### src/rtl/tex_bilinear_filter.sv
// tex_bilinear_filter
// Sits between the texture colour decoder and the shader/output stage.
// A request brings the U/V fractions and the sampling mode. The block then
// takes the texels for that sample, one per handshake:
//   - bilinear mode: four texels, in the order T00, T10, T01, T11
//   - nearest mode:  one texel
// It returns one filtered RGBA pixel. Requests are not pipelined, so only
// one pixel is in flight at any time.
//
// Ports
//   clk, rst            clock, asynchronous active-high reset
//   req_valid/ready     request handshake
//   req_frac_u/v        fractional weights, 0..S-1 where S = 2^FRAC_BITS
//   req_nearest         1 = point sample (single texel, fractions ignored)
//   texel_valid/ready   decoded texel handshake
//   texel_r/g/b/a       decoded texel channels
//   out_valid/ready     filtered pixel handshake
//   out_r/g/b/a         filtered channels, held until the next result loads

module tex_bilinear_filter #(
  parameter int FRAC_BITS = 4
) (
  input  logic                 clk,
  input  logic                 rst,
  input  logic                 req_valid,
  output logic                 req_ready,
  input  logic [FRAC_BITS-1:0] req_frac_u,
  input  logic [FRAC_BITS-1:0] req_frac_v,
  input  logic                 req_nearest,
  input  logic                 texel_valid,
  output logic                 texel_ready,
  input  logic [7:0]           texel_r,
  input  logic [7:0]           texel_g,
  input  logic [7:0]           texel_b,
  input  logic [7:0]           texel_a,
  output logic                 out_valid,
  input  logic                 out_ready,
  output logic [7:0]           out_r,
  output logic [7:0]           out_g,
  output logic [7:0]           out_b,
  output logic [7:0]           out_a
);

  // Width of one weight. The largest weight is S*S, so one bit more than
  // 2*FRAC_BITS is needed.
  localparam int WW = 2*FRAC_BITS + 1;
  // Width of an accumulator. The weights sum to S*S, so the full weighted
  // sum of 8-bit channels fits in 8 + 2*FRAC_BITS bits plus one spare bit.
  localparam int AW = 9 + 2*FRAC_BITS;

  localparam logic [FRAC_BITS:0] S_VAL = {1'b1, {FRAC_BITS{1'b0}}};
  // S*S/2, the constant added for round-half-up before the final shift.
  localparam logic [AW-1:0] HALF =
    {{(AW-2*FRAC_BITS){1'b0}}, 1'b1, {(2*FRAC_BITS-1){1'b0}}};

  typedef enum logic [1:0] {IDLE, ACCUM, OUT} state_t;

  state_t               state;
  logic [1:0]           count;
  logic [FRAC_BITS-1:0] frac_u;
  logic [FRAC_BITS-1:0] frac_v;
  logic                 nearest;
  logic [AW-1:0]        acc      [4];
  logic [7:0]           pix      [4];
  logic [7:0]           texel_ch [4];
  logic [AW-1:0]        sum      [4];
  logic [7:0]           rounded  [4];
  logic [FRAC_BITS:0]   inv_u;
  logic [FRAC_BITS:0]   inv_v;
  logic [WW-1:0]        mul_a;
  logic [WW-1:0]        mul_b;
  logic [WW-1:0]        weight;

  // The handshake readies depend only on the registered state, so they never
  // depend combinationally on the other side's valid signals.
  assign req_ready   = (state == IDLE);
  assign texel_ready = (state == ACCUM);

  assign out_r = pix[0];
  assign out_g = pix[1];
  assign out_b = pix[2];
  assign out_a = pix[3];

  // Select the weight of the texel that is expected next. The texel order
  // T00, T10, T01, T11 maps count 0..3 onto the four corners, so the weight
  // is a product of either (S-u) or u with either (S-v) or v.
  always_comb begin
    inv_u = S_VAL - {1'b0, frac_u};
    inv_v = S_VAL - {1'b0, frac_v};
    mul_a = '0;
    mul_b = '0;
    case (count)
      2'd0: begin mul_a = WW'(inv_u);  mul_b = WW'(inv_v);  end
      2'd1: begin mul_a = WW'(frac_u); mul_b = WW'(inv_v);  end
      2'd2: begin mul_a = WW'(inv_u);  mul_b = WW'(frac_v); end
      default: begin mul_a = WW'(frac_u); mul_b = WW'(frac_v); end
    endcase
    weight = mul_a * mul_b;
  end

  // For each channel, form the accumulator value that includes the current
  // texel, plus its rounded and normalised 8-bit form. The rounded value is
  // only loaded on the last texel. The result is at most 255, so taking the
  // low byte never wraps.
  always_comb begin
    texel_ch[0] = texel_r;
    texel_ch[1] = texel_g;
    texel_ch[2] = texel_b;
    texel_ch[3] = texel_a;
    for (int c = 0; c < 4; c++) begin
      sum[c]     = acc[c] + AW'(weight) * AW'(texel_ch[c]);
      rounded[c] = 8'((sum[c] + HALF) >> (2*FRAC_BITS));
    end
  end

  // Control FSM and datapath registers.
  // IDLE latches a request and clears the accumulators.
  // ACCUM folds one texel into the accumulators per accepted handshake.
  //   In nearest mode it passes the first texel straight through instead.
  // OUT holds the pixel until the consumer takes it.
  // A reset discards any partial accumulation.
  always_ff @(posedge clk or posedge rst) begin
    if (rst) begin
      state     <= IDLE;
      count     <= '0;
      frac_u    <= '0;
      frac_v    <= '0;
      nearest   <= 1'b0;
      out_valid <= 1'b0;
      for (int c = 0; c < 4; c++) begin
        acc[c] <= '0;
        pix[c] <= '0;
      end
    end else begin
      case (state)
        IDLE: begin
          if (req_valid) begin
            frac_u  <= req_frac_u;
            frac_v  <= req_frac_v;
            nearest <= req_nearest;
            count   <= '0;
            for (int c = 0; c < 4; c++) acc[c] <= '0;
            state   <= ACCUM;
          end
        end
        ACCUM: begin
          if (texel_valid) begin
            if (nearest) begin
              for (int c = 0; c < 4; c++) pix[c] <= texel_ch[c];
              out_valid <= 1'b1;
              state     <= OUT;
            end else begin
              for (int c = 0; c < 4; c++) acc[c] <= sum[c];
              count <= count + 2'd1;
              if (count == 2'd3) begin
                for (int c = 0; c < 4; c++) pix[c] <= rounded[c];
                out_valid <= 1'b1;
                state     <= OUT;
              end
            end
          end
        end
        OUT: begin
          if (out_ready) begin
            out_valid <= 1'b0;
            state     <= IDLE;
          end
        end
        default: begin
          out_valid <= 1'b0;
          state     <= IDLE;
        end
      endcase
    end
  end

endmodule

### config.mk
export PLATFORM = sky130hd
export DESIGN_NAME = tex_bilinear_filter
export DESIGN_NICKNAME = d
export VERILOG_FILES = /design/src/rtl/tex_bilinear_filter.sv
export SDC_FILE = /design/constraint.sdc
export NUM_CORES = 1
export LEC_CHECK = 0
export CAP_MARGIN = 20
export CELL_PAD_IN_SITES_DETAIL_PLACEMENT = 2
export CELL_PAD_IN_SITES_GLOBAL_PLACEMENT = 2
export CORE_MARGIN = 3
export CORE_UTILIZATION = 43
export DETAILED_ROUTE_END_ITERATION = 7
export PLACE_DENSITY = 0.95
export SETUP_SLACK_MARGIN = 0.2
export SLEW_MARGIN = 20
export SYNTH_ARGS = -nofsm -noshare
export SYNTH_HDL_FRONTEND = slang
export SYNTH_SLANG_ARGS = --single-unit
### constraint.sdc
create_clock -name clk -period 20.6 [get_ports clk]
set_input_delay 2.06 -clock clk [delete_from_list [all_inputs] [get_ports clk]]
set_output_delay 2.06 -clock clk [all_outputs]
set_load 0.005 [all_outputs]
# After elaboration in Yosys (flattened, before gate mapping)
# Cells that the tools add are included.
dict set report totals {
  ff_bits 114
  latch_bits 0
  ram_bits 0
  mem_bits_ro 0
  wordCells 75
  memories 0
}
dict set report op_classes {
  addsub 11
  mul 5
  div 0
  n_lt_le_gt_ge 0
  n_eq_ne 10
  shift 0
  muxes 23
  bitwise_logic 1
  reduce_logical 11
}
# cell count
set op_table {}
lappend op_table {{$mux W68} 3}
lappend op_table {{$pmux W68 S2} 1}
lappend op_table {{$add A17 B17 Y17} 4}
lappend op_table {{$mul A9 B8 Y17} 4}
lappend op_table {{$add A16 B8 Y16 const B} 4}
lappend op_table {{$mux W32} 2}
lappend op_table {{$mux W2} 8}
lappend op_table {{$reduce_and A4 Y1} 3}
lappend op_table {{$mux W5} 2}
lappend op_table {{$sub A5 B4 Y5 const A} 2}
lappend op_table {{$mul A9 B9 Y9} 1}
lappend op_table {{$ne A2 B2 Y1 const B} 4}
lappend op_table {{$eq A2 B2 Y1 const B} 3}
lappend op_table {{$pmux W2 S3} 1}
lappend op_table {{$eq A2 B1 Y1 const B} 2}
lappend op_table {{$logic_not A2 Y1} 2}
lappend op_table {{$mux W1} 4}
lappend op_table {{$pmux W2 S2} 1}
lappend op_table {{$reduce_bool A2 Y1} 2}
lappend op_table {{$reduce_or A2 Y1} 2}
lappend op_table {{$ne A3 B1 Y1 const B} 1}
lappend op_table {{$pmux W1 S3} 1}
lappend op_table {{$reduce_and A3 Y1} 1}
lappend op_table {{$add A2 B1 Y2 const B} 1}
lappend op_table {{other kinds (2)} 2}

# Depth between registers and ports, before layout
dict set report depth {
  ltp_word 9
  ltp_mapped 37
  ltp_nobuf 35
}

# Worst setup path before layout
# Ideal clock, no wire load.
dict set report synth_path {
  path_kind {register to register}
  from {reg count[0]}
  to {reg pix (netlist bit out_a[6])}
  arrival_ns 8.881
  required_time_ns 20.475
  setup_slack_ns 11.594
  stages_incl_launch_ff 35
  path_buffers 2
  period_less_slack_ns 9.006
  path_cell_list {dfrtp_1 > inv_1 > ha_1 > nor2_1 > or4b_4 > or2_2 > fa_1 > fa_1 > fa_1 > inv_1 > ha_1 > a211oi_1 > o21bai_1 > a21oi_1 > xor3_2 > clkbuf_1 > clkbuf_1 > nand2_1 > fa_1 > inv_1 > fa_1 > fa_1 > inv_1 > fa_1 > inv_1 > ha_1 > or3_1 > or2_2 > o221ai_1 > xor2_1 > or3b_2 > nor3_1 > xnor2_1 > o21ai_0 > mux2_2}
}
dict set report synth_between {
  elab_chain_len 9
}
# item line
set synth_lines {}
lappend synth_lines {{start, declared} 59} ;# logic [1:0] count;
lappend synth_lines {{start signal, assigned} 154} ;# count <= count + 2'd1;
lappend synth_lines {{$eq A2 B2 Y1 (tied with other cells)} 92} ;# case (count)
lappend synth_lines {{$reduce_or A2 Y1 (no source line)} -}
lappend synth_lines {{$mux W5} 92}
lappend synth_lines {{$mul A9 B9 Y9} 98} ;# weight = mul_a * mul_b;
lappend synth_lines {{$mul A9 B8 Y17} 111} ;# sum[c] = acc[c] + AW'(weight) * AW'(texel_ch[c]);
lappend synth_lines {{$add A17 B17 Y17} 111}
lappend synth_lines {{$add A16 B8 Y16} 112} ;# rounded[c] = 8'((sum[c] + HALF) >> (2*FRAC_BITS));
lappend synth_lines {{$mux W32} 155} ;# if (count == 2'd3) begin
lappend synth_lines {{$mux W32} 148} ;# if (nearest) begin
lappend synth_lines {{end signal, assigned by index} 132} ;# pix[c] <= '0;
lappend synth_lines {{end, declared} 64} ;# logic [7:0] pix [4];
# Parallel ways exist; a longest one is shown, timed or not. The select of a mux whose other input is x is not followed.
# A chain may end at the register's enable or synchronous reset.

# Worst setup path in the final report
dict set report layout_path {
  from {reg frac_v[0]}
  to {reg pix (netlist bit out_b[7])}
}
dict set report layout_between {
  elab_chain_len 8
}
# item line
set layout_lines {}
lappend layout_lines {{start, declared} 61} ;# logic [FRAC_BITS-1:0] frac_v;
lappend layout_lines {{start signal, assigned} 139} ;# frac_v <= req_frac_v;
lappend layout_lines {{$sub A5 B4 Y5} 89} ;# inv_v = S_VAL - {1'b0, frac_v};
lappend layout_lines {{$mux W5 (*)} 92}
lappend layout_lines {{$mul A9 B9 Y9 (*)} 98}
lappend layout_lines {{$mul A9 B8 Y17 (*)} 111}
lappend layout_lines {{$add A17 B17 Y17 (*)} 111}
lappend layout_lines {{$add A16 B8 Y16 (*)} 112}
lappend layout_lines {{$mux W32 (*)} 155}
lappend layout_lines {{$mux W32 (*)} 148}
# Every way passes the cells marked *; elsewhere a longest branch is shown, timed or not. The select of a mux whose other input is x is not followed.

==> flow_summary.yaml <==
critical_path:
  r2r_setup_slack_ns: 9.03
  critical_path.startpoint: "frac_v[0]"
  timing.rr.end: "out_b[7]"
  cp_data_required_time_ns: 20.96
  critPathCaptureType: "register"
  endpoint: "out_b[7]"
  worst_ep_arrival_time_ns: 11.93
  crit_slowest_cell: "dfrtp_1"
  crit_top_cell: "fa_1"
  cp_max_fo: 27
  r2r_cells: 33
  slowest_delay_ns: 0.98
  critPathKind: "reg -> reg"
  startpoint_type: "register"
  worst_r2r_startpoint: "frac_v[0]"
final_layout:
  syn2layout_area_growth_pct: 9.62
  layout-drive-gt1-share: 0.0338
  nets: 2324
  antennaDiodeCount: 0
sta:
  worstMarginPinSlew_ns: 1.18
  period_needed_ns: 11.57
  fmax_mhz: 86.4
  min_period_over_period: 0.562
  finalHoldViolations: 0
  grt_setup_unrepaired: "no"
  maxSlewViolCount: 0
  maxSlewHeadroom: 0.211
  setup_tns_ns: 0
  setup_viol: 0
  fin_skew_ns: 0.0132
route:
  drc: 0
  first_iter_violations: 775
  num_vias: 13900
  vias_per_cell: 5.81
  routed_wl_um: 67900
  wl_per_cell_um: 28.3
  dr.pass1.iters: 5
  ant_nets: 0
die:
  fp.dieW_um: 201
  die_area_um2: 40400
  pin_count: 81
  rows: 70
  design.core.area_um2: 37000
  start_util: 0.442
  fp.dieH_um: 201
global_route:
  grt_max_degree: 79
  grt_pass1_wl_um: 104000
  grtUsageTotal: 0.341
  antenna_found_initial: 1
  grt_pass1_vias: 17100
  grt_overflow: 0
outcome:
  status: "complete, no violations"
cts:
  cts_root_buf: "clkbuf_16"
  htreeDepth: 3
  cts_tree: "yes"
  ctsLongestPathBuffers: 2
  numCtsBuffers: 9
  path_clk_slew_ns: 0.09
  hold_buffers: 0
  cts_setup_buffers: 0
  clock_latency_ns: 0.41
  cts.sinks: 110
  cts_resized: 0
place:
  place.port_buffers: 80
  place_congestion: 0.840
  dp_hpwl_um: 53000
synth:
  syn_inst: 1866
  yosysTopAreaCell: "fa_1"
  synthArstFlopShare: 1.00
  synth_top_area_frac: 0.284
  ys_warn_count: 0
  synth_area_um2: 16400
  avgSynthCellArea_um2: 8.77
  ys_seq_elements: 110
  synth_fp_nets: 2303
  synth_edf_count: 0
  synth.distinct_cells: 58
  ys.flop_type: "dfrtp_1"
  synthTopCellsByArea: "fa_1 28%, dfrtp_1 17%, ha_1 12%, inv_1 9.2%, nand2_1 5.7%"
  yosysSeqAreaShare: 0.168
worst_hold_path:
  hp-class: "reg -> reg"
run:
  max-cap-violations: 0
## worst max-delay path, delay by kind of cell, from the launching register on
kind	cells	cell delay (ns)
xor+xnor	3	1.32
compound gates	9	2.21
fa+ha+maj	10	4.69
flops	1	0.98
buf+inv	6	0.97
simple gates	5	1.37
## cell families (layout without fill, tap and decap cells)
logic type / after synthesis / after routing / synth area share
xor+xnor: 88 / 88 / 0.0498
flops: 110 / 110 / 0.168
buf+inv: 486 / 512 / 0.112
compound gates: 237 / 237 / 0.0926
mux: 30 / 30 / 0.0193
fa+ha+maj: 391 / 391 / 0.405
simple gates: 524 / 524 / 0.153
## cells in the mapped netlist (all sizes together), types with 3 or more instances
cell type and number:
a21o 11, or3 8, fa 232, mux2 12, nand4 3, nor2 62
o21ai 84, o221ai 4, o211ai 3, nor2b 3, nand3 13, nand2b 5
a31oi 3, o21a 7, xnor2 61, a211oi 14, o31ai 5, a21oi 46
inv 399, nor4 8, buf 6, mux2i 18, nand2 249, o311ai 3
dfrtp 110, and2 113, ha 159, xor2 24, clkbuf 80, or2 7
o21bai 10, a22o 33, nor3 11, and3 30, nand3b 4
## final cells by class
class	instances	area, um^2
Clock buffer	11	243
Clock inverter	5	57.6
Timing Repair Buffer	96	921
Multi-Input combinational cell	1270	11800
Fill cell	4041	19100
Inverter	400	1500
Sequential cell	110	2750
Tap cell	504	631
## flip-flops by register name, summed over array words and instances (netlist names)
name / cells
frac_v: 4
state: 2
out_a: 8
count: 2
out_g: 8
frac_u: 4
out_b: 8
acc: 64
out_valid: 1
nearest: 1
out_r: 8
## cells in the final DEF (no fill, tap or decap), types with 5 or more instances in the layout
cell             synthesis  routed
a211oi_1                14      14
a21o_1                  11      11
a21oi_1                 46      45
a22o_1                  33      33
and2_1                 113     113
and3_1                  30      30
buf_4                    0      16
clkbuf_16                0       9
clkdlybuf4s50_1          0      80
dfrtp_1                110     110
fa_1                   232     232
ha_1                   159     159
inv_1                  399     398
mux2_2                  12      12
mux2i_1                 18      18
nand2_1                249     248
nand2b_1                 5       5
nand3_1                 13      13
nor2_1                  62      62
nor3_1                  11      11
nor4_1                   8       8
o21a_1                   7       7
o21ai_0                 80      80
o21bai_1                10      10
o31ai_1                  5       5
or2_2                    7       7
or3_1                    8       8
xnor2_1                 61      58
xor2_1                  24      23
## metrics by stage
step / area (um^2) / std cells / hold WS [ns] / utilization / setup WS, ns
final: 17900 / 2396 / 0.488 / 0.484 / 9.03
after global routing: 17900 / 2396 / 0.521 / 0.484 / 8.56
after detailed placement: 17600 / 2380 / 0.474 / 0.476 / 9.31
after floorplan: 16400 / 1866 / 0.449 / - / 11.59
after global placement: 17600 / 2380 / 0.463 / 0.476 / 10.40
after CTS: 17900 / 2396 / 0.492 / 0.484 / 9.19
## per-layer routing
layer / global-route usage / up-vias / wire length [um] / part of all wire
met5: 0 / - / 0 / 0
met2: 0.637 / 535 / 36400 / 0.54
met3: 0.0456 / 288 / 2650 / 0.039
li1: - / 5803 / - / -
met1: 0.354 / 7294 / 23800 / 0.35
met4: 0.232 / 0 / 5120 / 0.075
## how the worst min path moves through the flow
| stage | cells past startpoint | slack, ns | end | from |
|---|---|---|---|---|
| final | 2 | 0.49 | out_g[4] | out_g[4] |
| after global routing | 2 | 0.52 | acc[5] | acc[5] |
| after CTS | 2 | 0.49 | out_g[4] | out_g[4] |
| after detailed placement | 2 | 0.47 | out_g[4] | out_g[4] |
| after global placement | 2 | 0.46 | out_g[1] | out_g[1] |
| after floorplan | 2 | 0.45 | acc[22] | acc[22] |
Power is not shown: default switching activity piles up to over one toggle a cycle in this logic, so the estimate is an artifact.
==> RTL edit (same flow settings) <==
Re-encode `state_t` (3 states) as one-hot, 3 bits wide.
--- a/src/rtl/tex_bilinear_filter.sv
+++ b/src/rtl/tex_bilinear_filter.sv
@@ -53,7 +53,7 @@
   localparam logic [AW-1:0] HALF =
     {{(AW-2*FRAC_BITS){1'b0}}, 1'b1, {(2*FRAC_BITS-1){1'b0}}};
 
-  typedef enum logic [1:0] {IDLE, ACCUM, OUT} state_t;
+  typedef enum logic [2:0] {IDLE = 3'b001, ACCUM = 3'b010, OUT = 3'b100} state_t;
 
   state_t               state;
   logic [1:0]           count;
Behaviour: no difference found for any inputs over 4 cycles, from zero or initial values and one cycle with rst high; so few cycles prove little.
==> RTL edit against the unedited design <==
- hold slack gained 0.00098 ns
- clock skew increased by 0.0034 ns
- synthesized area increased by 0.36%
- wire length is 2.3% lower
- first-iteration DRC count shrank 13%
- worst setup slack better by 0.89 ns
- die area grew 0.35%
- maximum frequency up 8.3%
- sequential cell count rose by 1
- cell area is 0.31% higher
Power is left out: the tool's default activity adds up to more than one toggle a clock period on the data nets, which glitch-free logic cannot reach.
==> RTL edit: results (changes against the unedited design) <==
Run status
  – Status: finished clean

Synth
  – Top post-synthesis cells by count: inv_1, nand2_1, fa_1
  – Synth unique cells: 68 (+17%)
  – Sequential element share of the synthesized area: 0.169 (+0.000998)
  – Top area cells in the synthesized netlist: fa_1, dfrtp_1, ha_1, inv_1, nand2_1
  – Cells after Synth: 1,888 (+1.2%)
  – Syn nets: 2,325 (+0.96%)
  – Async SR Flop Fraction: 1.00 (unchanged)

STA
  – Slew margin rel.: 0.189 (-0.0217)
  – Final Skew: 0.0166 ns (+0.00336 ns)
  – Final Hold Vio Count: 0 (unchanged)

Cells and area
  – Filler cell count: 4,094 (+1.3%)
  – Max FFs per register: 64 (unchanged)
  – Share of post-route cells with drive strength above 1: 0.0403 (+0.00642)
  – Final std cells w/o fill: 2,418 (+0.92%)

Setup path
  – R2R Setup Slk: 9.92 ns (+0.89 ns)
  – R2r endpoint: out_a[6]
  – Delay of the slowest cell on the worst path: 0.78 ns (-0.20 ns)
  – Crit. Startpoint: frac_u[0]
  – CP arrival: 10.97 ns (-0.96 ns)
  – Critical-path top delay cell: xnor2_2
  – R2R cell count: 33 (unchanged)

Clock network
  – H-tree depth: 3 (unchanged)
  – Post-CTS Setup Inserts: 0 (unchanged)
  – CTS root buf: clkbuf_16
  – Clock transition at path regs: 0.10 ns
  – Hold buffers post-CTS: 0 (unchanged)
  – Latest clock arrival within the worst-skew pair: 0.42 ns
  – CTS max path bufs: 2 (unchanged)

Min path
  – Worst hold endpoint: out_r[3]
  – Worst min-delay path startpoint: out_r[3]
  – Hold Path Cell Cnt: 2 (unchanged)
  – Tightest Hold Check Type: reg2reg

Routing
  – Top Metal Used: met5
  – Vias: 13.9k (-0.42%)
  – Routed wire length: 66,300 microns (-2.3%)
  – Wire length on met1: 23,900 microns (+0.71%)
  – Metal2 WL: 35,000 microns (-3.7%)
  – Metal3 WL: 2560 microns (-3.2%)
  – Initial DRC Count: 677 (-13%)

GRT
  – Vias in the first global route: 17.3k (+0.99%)
  – GRT Util Overall: 0.334 (-0.00726)
  – Pin count of the biggest net entering global routing: 63 (-20%)
  – Initial antenna violation count: 2 (+1)
  – First-pass GRT wire length: 103,000 microns (-1.3%)
  – Grt total ovfl: 0 (unchanged)

Place
  – IO buf count: 80 (unchanged)
  – Placed wire-length estimate: 52,200 microns (-1.6%)
  – Placer Congestion: 0.861 (+2.6%)
## RTL edit: how the worst max path moves through the flow
stage                    end  cells past startpoint
detailed placement  out_b[7]                     33
finish              out_a[6]                     33
global placement    out_a[6]                     34
global route        out_a[6]                     34
floorplan           out_b[5]                     35
CTS                 out_a[6]                     33
## RTL edit: cell type report
class,instances,area [sq um],area share
clock buffers,9,225,0.0125
diodes,1,2.50,0.000139
repair buffers,99,943,0.0524
clock inverters,7,56.3,0.00313
inverters,396,1490,0.0827
multi-input cells,1291,11900,0.660
flip-flops and latches,111,2780,0.154
well taps,504,631,0.0350
## RTL edit: cell families (layout without fill, tap and decap cells)
group | Yosys count | count (layout) | synth area share
adders and majority gates | 391 | 391 | 0.404
DFF | 111 | 111 | 0.169
and+or+nand+nor | 553 | 553 | 0.160
AOI/OAI and AO/OA | 235 | 235 | 0.0916
buffers and inverters | 486 | 511 | 0.112
xor gates and xnor gates | 93 | 93 | 0.0509
muxes | 19 | 19 | 0.0124
other | 0 | 1 | 0
## RTL edit: per-stage QoR
step                      hold slack, ns  setup WS (ns)  utilization  instance area, sq um
after floorplan                    0.449          11.92            -                 16400
after global placement             0.462          11.05        0.477                 17700
after detailed placement           0.476          10.15        0.477                 17700
after CTS                          0.495          10.07        0.484                 18000
after global routing               0.527           9.45        0.485                 18000
final                              0.489           9.92        0.485                 18000
## RTL edit: worst min-delay path, delay by kind of cell, from the launching register on
family             cells  cell delay (ns)
AOI/OAI and AO/OA      1             0.06
DFF                    1             0.35
and+or+nand+nor        1             0.05
## RTL edit: metal layers
| metal | GRT usage | vias to the layer above |
|---|---|---|
| met5 | 0 | - |
| met4 | 0.214 | 2 |
| met3 | 0.0485 | 258 |
| met2 | 0.616 | 464 |
| met1 | 0.356 | 7292 |
| li1 | - | 5846 |
